<file path="src/rtl/cpu_types_pkg.sv">
// rtl/cpu_types_pkg.sv - shared CPU/cache types and default cache geometry
package cpu_types_pkg;

    typedef enum logic {
        IDLE,
        REFILL
    } icache_sa_state_t;

    localparam int ICACHE_SETS  = 8;
    localparam int ICACHE_WAYS  = 2;
    localparam int ICACHE_WORDS = 2;

endpackage

</file>
<file path="src/rtl/cache_control_if.sv">
// rtl/cache_control_if.sv - per-CPU instruction port of the memory/coherence controller
interface cache_control_if #(
    parameter int CPUS = 1
);
    logic [CPUS-1:0] iREN;
    logic [CPUS-1:0] iwait;
    logic [31:0]     iaddr [CPUS];
    logic [31:0]     iload [CPUS];

    modport icache (
        output iREN, iaddr,
        input  iwait, iload
    );
endinterface

</file>
<file path="src/rtl/datapath_cache_if.sv">
// rtl/datapath_cache_if.sv - fetch stage to L1 I-cache request/response signals
interface datapath_cache_if;
    logic        imemREN;
    logic [31:0] imemaddr;
    logic        ihit;
    logic [31:0] imemload;

    modport icache (
        input  imemREN, imemaddr,
        output ihit, imemload
    );
endinterface

</file>
<file path="src/rtl/icache_way.sv">
// rtl/icache_way.sv - one cache way: valid/tag/data arrays, combinational lookup, word write
module icache_way #(
    parameter int SETS  = 8,
    parameter int WORDS = 2,
    parameter int IDXB  = 3,
    parameter int OFFW  = 1,
    parameter int TAGB  = 26
) (
    input  logic            CLK,
    input  logic            nRST,
    input  logic            flush,
    input  logic [IDXB-1:0] rd_idx,
    input  logic [TAGB-1:0] rd_tag,
    input  logic [OFFW-1:0] rd_off,
    output logic            rd_hit,
    output logic            rd_valid,
    output logic [31:0]     rd_word,
    input  logic            wr_en,
    input  logic [IDXB-1:0] wr_idx,
    input  logic [OFFW-1:0] wr_off,
    input  logic [31:0]     wr_data,
    input  logic            fill_en,
    input  logic [TAGB-1:0] wr_tag
);

    logic [SETS-1:0] valid_q, valid_d;
    logic [TAGB-1:0] tag_q  [SETS];
    logic [TAGB-1:0] tag_d  [SETS];
    logic [31:0]     data_q [SETS][WORDS];
    logic [31:0]     data_d [SETS][WORDS];

    always_comb begin
        valid_d = valid_q;
        tag_d   = tag_q;
        data_d  = data_q;
        if (wr_en) begin
            data_d[wr_idx][wr_off] = wr_data;
        end
        if (fill_en) begin
            tag_d[wr_idx]   = wr_tag;
            valid_d[wr_idx] = 1'b1;
        end
        if (flush) begin
            valid_d = '0;
        end
    end

    always_ff @(posedge CLK or negedge nRST) begin
        if (!nRST) begin
            valid_q <= '0;
        end else begin
            valid_q <= valid_d;
        end
    end

    // Tag and data contents are qualified by valid, so they need no reset.
    always_ff @(posedge CLK) begin
        tag_q  <= tag_d;
        data_q <= data_d;
    end

    assign rd_valid = valid_q[rd_idx];
    assign rd_hit   = rd_valid && (tag_q[rd_idx] == rd_tag);
    assign rd_word  = data_q[rd_idx][rd_off];

endmodule

</file>
<file path="src/rtl/icache_sa.sv">
// rtl/icache_sa.sv - set-associative L1 instruction cache with LRU and burst refill
module icache_sa
    import cpu_types_pkg::*;
#(
    parameter int CPUID = 0,
    parameter int SETS  = ICACHE_SETS,
    parameter int WAYS  = ICACHE_WAYS,
    parameter int WORDS = ICACHE_WORDS
) (
    input  logic                    CLK,
    input  logic                    nRST,
    input  logic                    iflush,
    datapath_cache_if.icache        dcif,
    cache_control_if.icache         ccif
);

    localparam int OFFB = $clog2(WORDS);
    localparam int OFFW = (OFFB == 0) ? 1 : OFFB;
    localparam int IDXB = $clog2(SETS);
    localparam int TAGB = 30 - OFFB - IDXB;

    typedef struct packed {
        logic [TAGB-1:0] tag;
        logic [IDXB-1:0] idx;
        logic [OFFW-1:0] off;
    } icache_addr_t;

    function automatic icache_addr_t split_addr(input logic [31:0] a);
        icache_addr_t r;
        r.tag = TAGB'(a >> (2 + OFFB + IDXB));
        r.idx = IDXB'(a >> (2 + OFFB));
        r.off = OFFW'((a >> 2) & 32'(WORDS - 1));
        return r;
    endfunction

    icache_sa_state_t state_q, state_d;
    logic [OFFW-1:0]  cnt_q, cnt_d;
    logic [TAGB-1:0]  rtag_q, rtag_d;
    logic [IDXB-1:0]  ridx_q, ridx_d;
    logic             victim_q, victim_d;
    logic [SETS-1:0]  lru_q, lru_d;

    icache_addr_t     req;
    logic [WAYS-1:0]  hit_w, valid_w;
    logic [31:0]      word_w [WAYS];
    logic             any_hit, hit_way, victim;
    logic             wr_en, fill_en;
    logic             ihit, iren;
    logic [31:0]      imemload, iaddr, fill_addr;

    assign req     = split_addr(dcif.imemaddr);
    assign any_hit = |hit_w;
    assign hit_way = (WAYS == 2) ? hit_w[WAYS-1] : 1'b0;

    // Prefer an empty way so a fresh line never evicts live data.
    always_comb begin
        victim = 1'b0;
        if (valid_w[0]) begin
            if ((WAYS == 2) && !valid_w[WAYS-1]) begin
                victim = 1'b1;
            end else if (WAYS == 2) begin
                victim = lru_q[req.idx];
            end
        end
    end

    assign fill_addr = (32'(rtag_q) << (2 + OFFB + IDXB))
                     | (32'(ridx_q) << (2 + OFFB))
                     | (32'(cnt_q) << 2);

    always_comb begin
        state_d  = state_q;
        cnt_d    = cnt_q;
        rtag_d   = rtag_q;
        ridx_d   = ridx_q;
        victim_d = victim_q;
        lru_d    = lru_q;
        ihit     = 1'b0;
        imemload = 32'h0;
        iren     = 1'b0;
        iaddr    = dcif.imemaddr;
        wr_en    = 1'b0;
        fill_en  = 1'b0;
        case (state_q)
            IDLE: begin
                if (dcif.imemREN) begin
                    if (any_hit) begin
                        ihit              = 1'b1;
                        imemload          = word_w[hit_way];
                        lru_d[req.idx]    = ~hit_way;
                    end else begin
                        rtag_d   = req.tag;
                        ridx_d   = req.idx;
                        victim_d = victim;
                        cnt_d    = '0;
                        state_d  = REFILL;
                    end
                end
            end
            REFILL: begin
                iren  = 1'b1;
                iaddr = fill_addr;
                if (!ccif.iwait[CPUID]) begin
                    wr_en = 1'b1;
                    cnt_d = OFFW'(cnt_q + 1'b1);
                    if (cnt_q == OFFW'(WORDS - 1)) begin
                        fill_en       = 1'b1;
                        cnt_d         = '0;
                        lru_d[ridx_q] = ~victim_q;
                        state_d       = IDLE;
                    end
                end
            end
            default: state_d = IDLE;
        endcase
        // Flush wins over everything, including a completing refill.
        if (iflush) begin
            lru_d   = '0;
            state_d = IDLE;
            cnt_d   = '0;
            wr_en   = 1'b0;
            fill_en = 1'b0;
        end
    end

    always_ff @(posedge CLK or negedge nRST) begin
        if (!nRST) begin
            state_q  <= IDLE;
            cnt_q    <= '0;
            rtag_q   <= '0;
            ridx_q   <= '0;
            victim_q <= 1'b0;
            lru_q    <= '0;
        end else begin
            state_q  <= state_d;
            cnt_q    <= cnt_d;
            rtag_q   <= rtag_d;
            ridx_q   <= ridx_d;
            victim_q <= victim_d;
            lru_q    <= lru_d;
        end
    end

    for (genvar w = 0; w < WAYS; w++) begin : g_way
        icache_way #(
            .SETS  (SETS),
            .WORDS (WORDS),
            .IDXB  (IDXB),
            .OFFW  (OFFW),
            .TAGB  (TAGB)
        ) u_way (
            .CLK      (CLK),
            .nRST     (nRST),
            .flush    (iflush),
            .rd_idx   (req.idx),
            .rd_tag   (req.tag),
            .rd_off   (req.off),
            .rd_hit   (hit_w[w]),
            .rd_valid (valid_w[w]),
            .rd_word  (word_w[w]),
            .wr_en    (wr_en && (victim_q == 1'(w))),
            .wr_idx   (ridx_q),
            .wr_off   (cnt_q),
            .wr_data  (ccif.iload[CPUID]),
            .fill_en  (fill_en && (victim_q == 1'(w))),
            .wr_tag   (rtag_q)
        );
    end

    assign dcif.ihit         = ihit;
    assign dcif.imemload     = imemload;
    assign ccif.iREN[CPUID]  = iren;
    assign ccif.iaddr[CPUID] = iaddr;

endmodule

</file>
<file path="src/flat_wrapper.sv">
// flat-port wrapper written by rule: the top's interface ports become plain ports
module icache_sa_flat import cpu_types_pkg::*;
#(
    parameter int CPUID = 0,
    parameter int SETS  = ICACHE_SETS,
    parameter int WAYS  = ICACHE_WAYS,
    parameter int WORDS = ICACHE_WORDS
)
  (CLK, nRST, iflush, dcif_imemREN, dcif_imemaddr, dcif_ihit, dcif_imemload, ccif_iREN, ccif_iaddr, ccif_iwait, ccif_iload);
  datapath_cache_if dcif_i ();
  cache_control_if #(.CPUS(1)) ccif_i ();
  input  logic CLK;
  input  logic nRST;
  input  logic iflush;
  input wire logic [$bits(dcif_i.imemREN)-1:0] dcif_imemREN;
  input wire logic [$bits(dcif_i.imemaddr)-1:0] dcif_imemaddr;
  output wire logic [$bits(dcif_i.ihit)-1:0] dcif_ihit;
  output wire logic [$bits(dcif_i.imemload)-1:0] dcif_imemload;
  output wire logic [$bits(ccif_i.iREN)-1:0] ccif_iREN;
  output wire logic [$bits(ccif_i.iaddr)-1:0] ccif_iaddr;
  input wire logic [$bits(ccif_i.iwait)-1:0] ccif_iwait;
  input wire logic [$bits(ccif_i.iload)-1:0] ccif_iload;
  assign dcif_i.imemREN = dcif_imemREN;
  assign dcif_i.imemaddr = dcif_imemaddr;
  assign dcif_ihit = dcif_i.ihit;
  assign dcif_imemload = dcif_i.imemload;
  assign ccif_iREN = ccif_i.iREN;
  assign ccif_iaddr = {>>{ccif_i.iaddr}};
  assign ccif_i.iwait = ccif_iwait;
  assign ccif_i.iload = {>>{ccif_iload}};
  icache_sa #(.CPUID(CPUID), .SETS(SETS), .WAYS(WAYS), .WORDS(WORDS)) u_core (.CLK(CLK), .nRST(nRST), .iflush(iflush), .dcif(dcif_i), .ccif(ccif_i));
endmodule
</file>
<file path="config.mk">
export PLATFORM = sky130hd
export DESIGN_NAME = icache_sa_flat
export DESIGN_NICKNAME = d
export VERILOG_FILES = /design/src/rtl/cpu_types_pkg.sv /design/src/rtl/cache_control_if.sv /design/src/rtl/datapath_cache_if.sv /design/src/rtl/icache_way.sv /design/src/rtl/icache_sa.sv /design/src/flat_wrapper.sv
export SDC_FILE = /design/constraint.sdc
export NUM_CORES = 2
export LEC_CHECK = 0
export CORE_UTILIZATION = 63
export CTS_CLUSTER_SIZE = 8
export DETAILED_ROUTE_END_ITERATION = 12
export DONT_BUFFER_PORTS = 1
export MAX_ROUTING_LAYER = met4
export PLACE_DENSITY = 0.86
export REMOVE_ABC_BUFFERS = 1
export SYNTH_ARGS = -nofsm -noshare
export SYNTH_HDL_FRONTEND = slang
export SYNTH_HIERARCHICAL = 1
export SYNTH_SLANG_ARGS = --single-unit
export TNS_END_PERCENT = 100
</file>
<file path="constraint.sdc">
create_clock -name CLK -period 5.2 [get_ports CLK]
set_input_delay 1.04 -clock CLK [delete_from_list [all_inputs] [get_ports CLK]]
set_output_delay 1.04 -clock CLK [all_outputs]
set_load 0.03 [all_outputs]
</file>
# ---- After elaboration in Yosys (flattened, before gate mapping)
# Index checks and enable logic that the tools add are counted.
dict set report totals {
  elab_cells 186
  register_bits 1496
  in_bits 69
}
dict set report op_classes {
  bitwise_logic 13
  order_cmp 11
  n_eq_ne 7
  n_addsub 1
  n_reduce_logical 16
  mux 82
}
# op n
set op_table {}
lappend op_table {{$bwmux W512} 2}
lappend op_table {{$mux W32} 14}
lappend op_table {{$bwmux W208} 2}
lappend op_table {{$bmux W64 S3} 2}
lappend op_table {{$mux W64} 5}
lappend op_table {{$demux W64 S3} 1}
lappend op_table {{$bmux W26 S3} 2}
lappend op_table {{$mux W26} 5}
lappend op_table {{$demux W26 S3} 1}
lappend op_table {{$mux W8} 9}
lappend op_table {{$eq A26 B26 Y1} 2}
lappend op_table {{$demux W32 S1} 1}
lappend op_table {{$or A32 B3 Y32} 1}
lappend op_table {{$or A32 B6 Y32} 1}
lappend op_table {{$mux W1} 28}
lappend op_table {{$bwmux W8} 2}
lappend op_table {{$or A8 B8 Y8} 2}
lappend op_table {{$pmux W8 S2} 1}
lappend op_table {{$ne A3 B3 Y1 const B} 4}
lappend op_table {{$logic_and A1 B1 Y1} 10}
lappend op_table {{$bmux W1 S3} 3}
lappend op_table {{$ge A4 B4 Y1 const B} 2}
lappend op_table {{$lt A3 B4 Y1 const B} 2}
lappend op_table {{$not A3 Y4} 2}
lappend op_table {{14 further kinds} 26}

# ---- Logic depth before layout (Yosys ltp)
dict set report logic_depth {
  depth_word 13
  mapped_depth 16
  mapped_depth_nobuf 10
}

# ---- Cells and area by module
# Netlist, hierarchy kept.
# module cells_per_inst area_each_um2 instances seq_area_each_um2
set modules_own_cells {}
lappend modules_own_cells {{icache_way at u_core.g_way[1].u_way} 1158 27855.5 1 21820.9}
lappend modules_own_cells {{icache_way at u_core.g_way[0].u_way} 1141 27812.9 1 21820.9}
lappend modules_own_cells {icache_sa 266 2757.6 1 1001.0}

# ---- Worst setup path after synthesis
# No wires, ideal clock.
dict set report synth_path {
  path_type {input port to output port}
  from {in dcif_imemaddr[5]}
  to {out dcif_imemload[0]}
  cell_stages 14
  t_arrival_ns 3.920
  setup_slack_ns 0.240
  cell_sequence {buf_2 > clkbuf_1 > mux4_2 > mux2i_1 > xor2_1 > o21ai_0 > nor4_1 > and4_1 > buf_2 > nor2_1 > or2_2 > clkbuf_1 > buf_2 > nor2_1}
}
dict set report synth_between {
  elab_chain_len 13
  word_cells_on_any_way 35
}
# item line
set synth_lines {}
lappend synth_lines {{start, declared} flat_wrapper.sv:16} ;# input wire logic [$bits(dcif_i.imemaddr)-1:0] dcif_imemaddr;
lappend synth_lines {{$not A3 Y4 (implied by the code)} icache_way.sv:63} ;# assign rd_hit = rd_valid && (tag_q[rd_idx] == rd_tag);
lappend synth_lines {{$bmux W26 S3} icache_way.sv:63}
lappend synth_lines {{$mux W26 (implied by the code) (2 in a row)} icache_way.sv:63}
lappend synth_lines {{$eq A26 B26 Y1} icache_way.sv:63}
lappend synth_lines {{$logic_and A1 B1 Y1 *} icache_way.sv:63}
lappend synth_lines {{net u_core.hit_w[1]} icache_sa.sv:44} ;# logic [WAYS-1:0] hit_w, valid_w;
lappend synth_lines {{$not A1 Y2 (implied by the code)} icache_sa.sv:89} ;# imemload = word_w[hit_way];
lappend synth_lines {{$mux W32 (implied by the code) (3 in a row)} icache_sa.sv:89}
lappend synth_lines {{$mux W32 *} icache_sa.sv:87} ;# if (any_hit) begin
lappend synth_lines {{$mux W32 *} icache_sa.sv:86} ;# if (dcif.imemREN) begin
lappend synth_lines {{$mux W32 *} icache_sa.sv:84} ;# case (state_q)
lappend synth_lines {{end, declared} flat_wrapper.sv:18} ;# output wire logic [$bits(dcif_i.imemload)-1:0] dcif_imemload;
# The timed path passes the listed nets; every way through them passes the cells marked *. The select of a mux whose other input is x is not followed.

# ---- Final worst setup path
dict set report layout_path {
  from {in dcif_imemaddr[4]}
  to {out dcif_imemload[6]}
}
dict set report layout_between {
  word_cells_on_any_way 35
}
# item line
set layout_rtl {}
lappend layout_rtl {{$not A3 Y4 (implied by the code)} icache_way.sv:63}
lappend layout_rtl {{$bmux W26 S3} icache_way.sv:63}
lappend layout_rtl {{$mux W26 (implied by the code) (2 in a row)} icache_way.sv:63}
lappend layout_rtl {{$eq A26 B26 Y1} icache_way.sv:63}
lappend layout_rtl {{$logic_and A1 B1 Y1 *} icache_way.sv:63}
lappend layout_rtl {{net u_core.hit_w[0]} icache_sa.sv:44}
lappend layout_rtl {{$reduce_or A2 Y1 *} icache_sa.sv:52} ;# assign any_hit = |hit_w;
lappend layout_rtl {{$mux W32 *} icache_sa.sv:87}
lappend layout_rtl {{$mux W32 *} icache_sa.sv:86}
lappend layout_rtl {{$mux W32 *} icache_sa.sv:84}
# Marked as above.

==> metrics <==
status finished, violations left; failing checks max-slew violations, negative setup slack; Detail Placement HPWL 70600 um; Final Max Slew Viols 12; Post-DP Area 60500 um2; via/cell ratio 7.30; layout cell share with drive strength beyond 1 0.311; hold_ws 0.136 ns; CP Max Fanout 392; Power Total 26700 uW; r2r endpoint u_core/g_way[0].u_way/data_q[6]$_DFFE_PP_; Crit-path slowest cell mux4_2; Yosys top cell by area edfxtp_1; CTS clk-pin slew, worst paths 0.05 ns; Cells after Synth 2565; crit start category primary input; GRT Resource Usage Total 0.350; TritonCTS Buffers 205; top-count cell post-synth edfxtp_1; CTS sink count 1496; vias in the first global route 31000; pwr dens 402 nW/um2; Die X 307 um; relative slew slack -0.00287; Reg-to-Reg Start u_core/ridx_q[2]$_DFFE_PN0P_; top cell type's share of synthesized area 0.740; Final Wtd Congestion 0.822; Die H 307 um; largest buffer count on any clock path 3; hold crit path type primary input to async pin; Layout area overhead 13.8%; Yosys reg bits 1496; crit-path cells mux4_2 -> mux2i_1 -> xor2_1 -> o2111ai_1 -> nor4_1 -> and4b_2 -> nor2_4 -> or2_4 -> buf_12 -> nor2_1 -> buf_4; CP Data Required Time 4.16 ns; CTS tree built; Leakage 0.0212 uW; largest net degree at the start of global routing 393; Synth area leaders edfxtp_1 74%, mux4_2 16%, dfrtp_1 2.4%, mux2i_1 1.9%, mux2_2 1.3%; initial drt markers 4411; port bufs 0; maxcap violations 0; Critical Path AT 5.11 ns; FF-to-FF setup slack 1.64 ns; Rows 111; Setup WS post-layout -0.946 ns; fmax 163 MHz; post-synthesis sequential area ratio 0.764; Worst Path Buf+Inv 2; I/O Pins 135; Mean Syn Cell Area 22.8 um2; Detailed Route WL 158000 um; WL/cell 38.9 um; First-pass DRT Iterations 5; ratio of final minimum period to clock period 1.18; Final Hold Viols 0; via count 29800; Core Region 91800 um2; EDFF count, synth 1440; # DRC 0; R2R depth 3; Initial Util 0.636; peak supply drop 0.492 mV; top post-synthesis cells by count 1440 x edfxtp_1, 404 x mux4_2, 111 x mux2i_1; Largest stage delay, worst path 1.00 ns; Slew @ Worst Pin 1.50 ns; Ys Warns 6; cell family with most CP delay simple AND/OR/NAND/NOR gates; clk_lat worst skew 0.80 ns; Tmin final 6.15 ns; Most used DFF post-synth edfxtp_1; H-tree levels 4; post-route ant nets 0; global route overflow 0; Setup crit end kind output pin; die area 94000 um2; critical path class primary input to output pin; number of nets in the layout 2826; unrepaired setup endpoints after global routing true; final instance area 66500 um2; Clock Skews 0.0481 ns; Setup Viol. Count Final 33; root buf cell clkbuf_16; Unique masters post-synth 52; WP depth 11; antenna violations before repair 5; first-pass GRT wire length 222000 um; ys async rst share 0.0374; mapped cell area 58400 um2
sequential cells by signal, indices dropped and copies added, names as in the netlist:
name,cells
u_core/cnt_q,1
u_core/g_way.u_way/data_q,1024
u_core/g_way.u_way/tag_q,416
u_core/g_way.u_way/valid_q,16
u_core/lru_q,8
u_core/ridx_q,3
u_core/rtag_q,26
u_core/state_q,1
u_core/victim_q,1
cell type report:
class	count	area, um2
Sequential cell	1496	44600
Fill cell	4683	25300
Multi-Input combinational cell	937	13500
Clock buffer	267	5430
Tap cell	1243	1560
Timing Repair Buffer	112	1120
Clock inverter	15	262
Inverter	5	18.8
Antenna cell	3	7.51
worst max-delay path by stage:
stage                      from                end  slack [ns]
3_3_place_gp   dcif_imemaddr[4]  dcif_imemload[24]        0.09
6_report       dcif_imemaddr[4]   dcif_imemload[6]       -0.95
5_1_grt        dcif_imemaddr[3]   dcif_imemload[4]       -0.27
3_5_place_dp   dcif_imemaddr[3]   dcif_imemload[4]       -0.07
4_1_cts        dcif_imemaddr[3]  dcif_imemload[19]       -0.04
2_1_floorplan  dcif_imemaddr[4]   dcif_imemload[0]       -0.52
routing by layer:
layer	track usage	share of wire
met3	0.0762	0.12
met4	0.163	0.046
met1	0.434	0.32
met5	-	0
met2	0.560	0.51
kinds of logic (layout without fill, tap and decap cells):
| kind of cell | count (synthesis) | after routing | synth area share |
|---|---|---|---|
| AO/OA/AOI/OAI | 76 | 76 | 0.00878 |
| XOR/XNOR | 40 | 40 | 0.00600 |
| buffers and inverters | 132 | 399 | 0.0128 |
| flip-flops | 1496 | 1496 | 0.764 |
| multiplexers | 586 | 586 | 0.189 |
| other | 0 | 3 | 0 |
| AND/OR/NAND/NOR | 235 | 235 | 0.0194 |
layout by cell type, fill, tap and decap left out, drive strengths merged, types with 11 or more instances in the layout:
| master | synthesis | routed |
|---|---|---|
| a21oi | 21 | 21 |
| a22oi | 20 | 20 |
| buf | 107 | 110 |
| clkbuf | 20 | 269 |
| clkinv | 0 | 11 |
| dfrtp | 56 | 56 |
| edfxtp | 1440 | 1440 |
| mux2 | 69 | 69 |
| mux2i | 111 | 111 |
| mux4 | 406 | 406 |
| nand2 | 30 | 30 |
| nand2b | 28 | 28 |
| nor2 | 110 | 110 |
| nor3 | 14 | 14 |
| o22ai | 17 | 17 |
| xnor2 | 18 | 18 |
| xor2 | 22 | 22 |
power breakdown:
group / switching, uW / total (uW) / internal (uW) / leakage [uW]
registers: 202 / 13600 / 13400 / 0.0137
logic: 421 / 914 / 493 / 0.00478
clock network: 5040 / 12200 / 7190 / 0.00274
metrics by stage:
step,setup TNS (ns),worst slack [ns],instances,utilization
after floorplan,-26.32,-0.517,2438,-
final,-30.00,-0.946,4078,0.724
after global routing,-7.55,-0.273,4078,0.724
after CTS,-0.314,-0.0386,4062,0.721
after detailed placement,-0.436,-0.0668,3779,0.659
after global placement,0,0.0852,3779,0.659
what timing repair did:
item                       in CTS  in global routing
pin swaps                       4                  7
resized for setup              15                 20
hold endpoints to repair       56                  0
setup endpoints to repair      33                 33
hold buffers                    1                  0
gates cloned                    0                  2
buffers inserted                0                 11
Note: power is estimated with default switching activity, not from simulation.
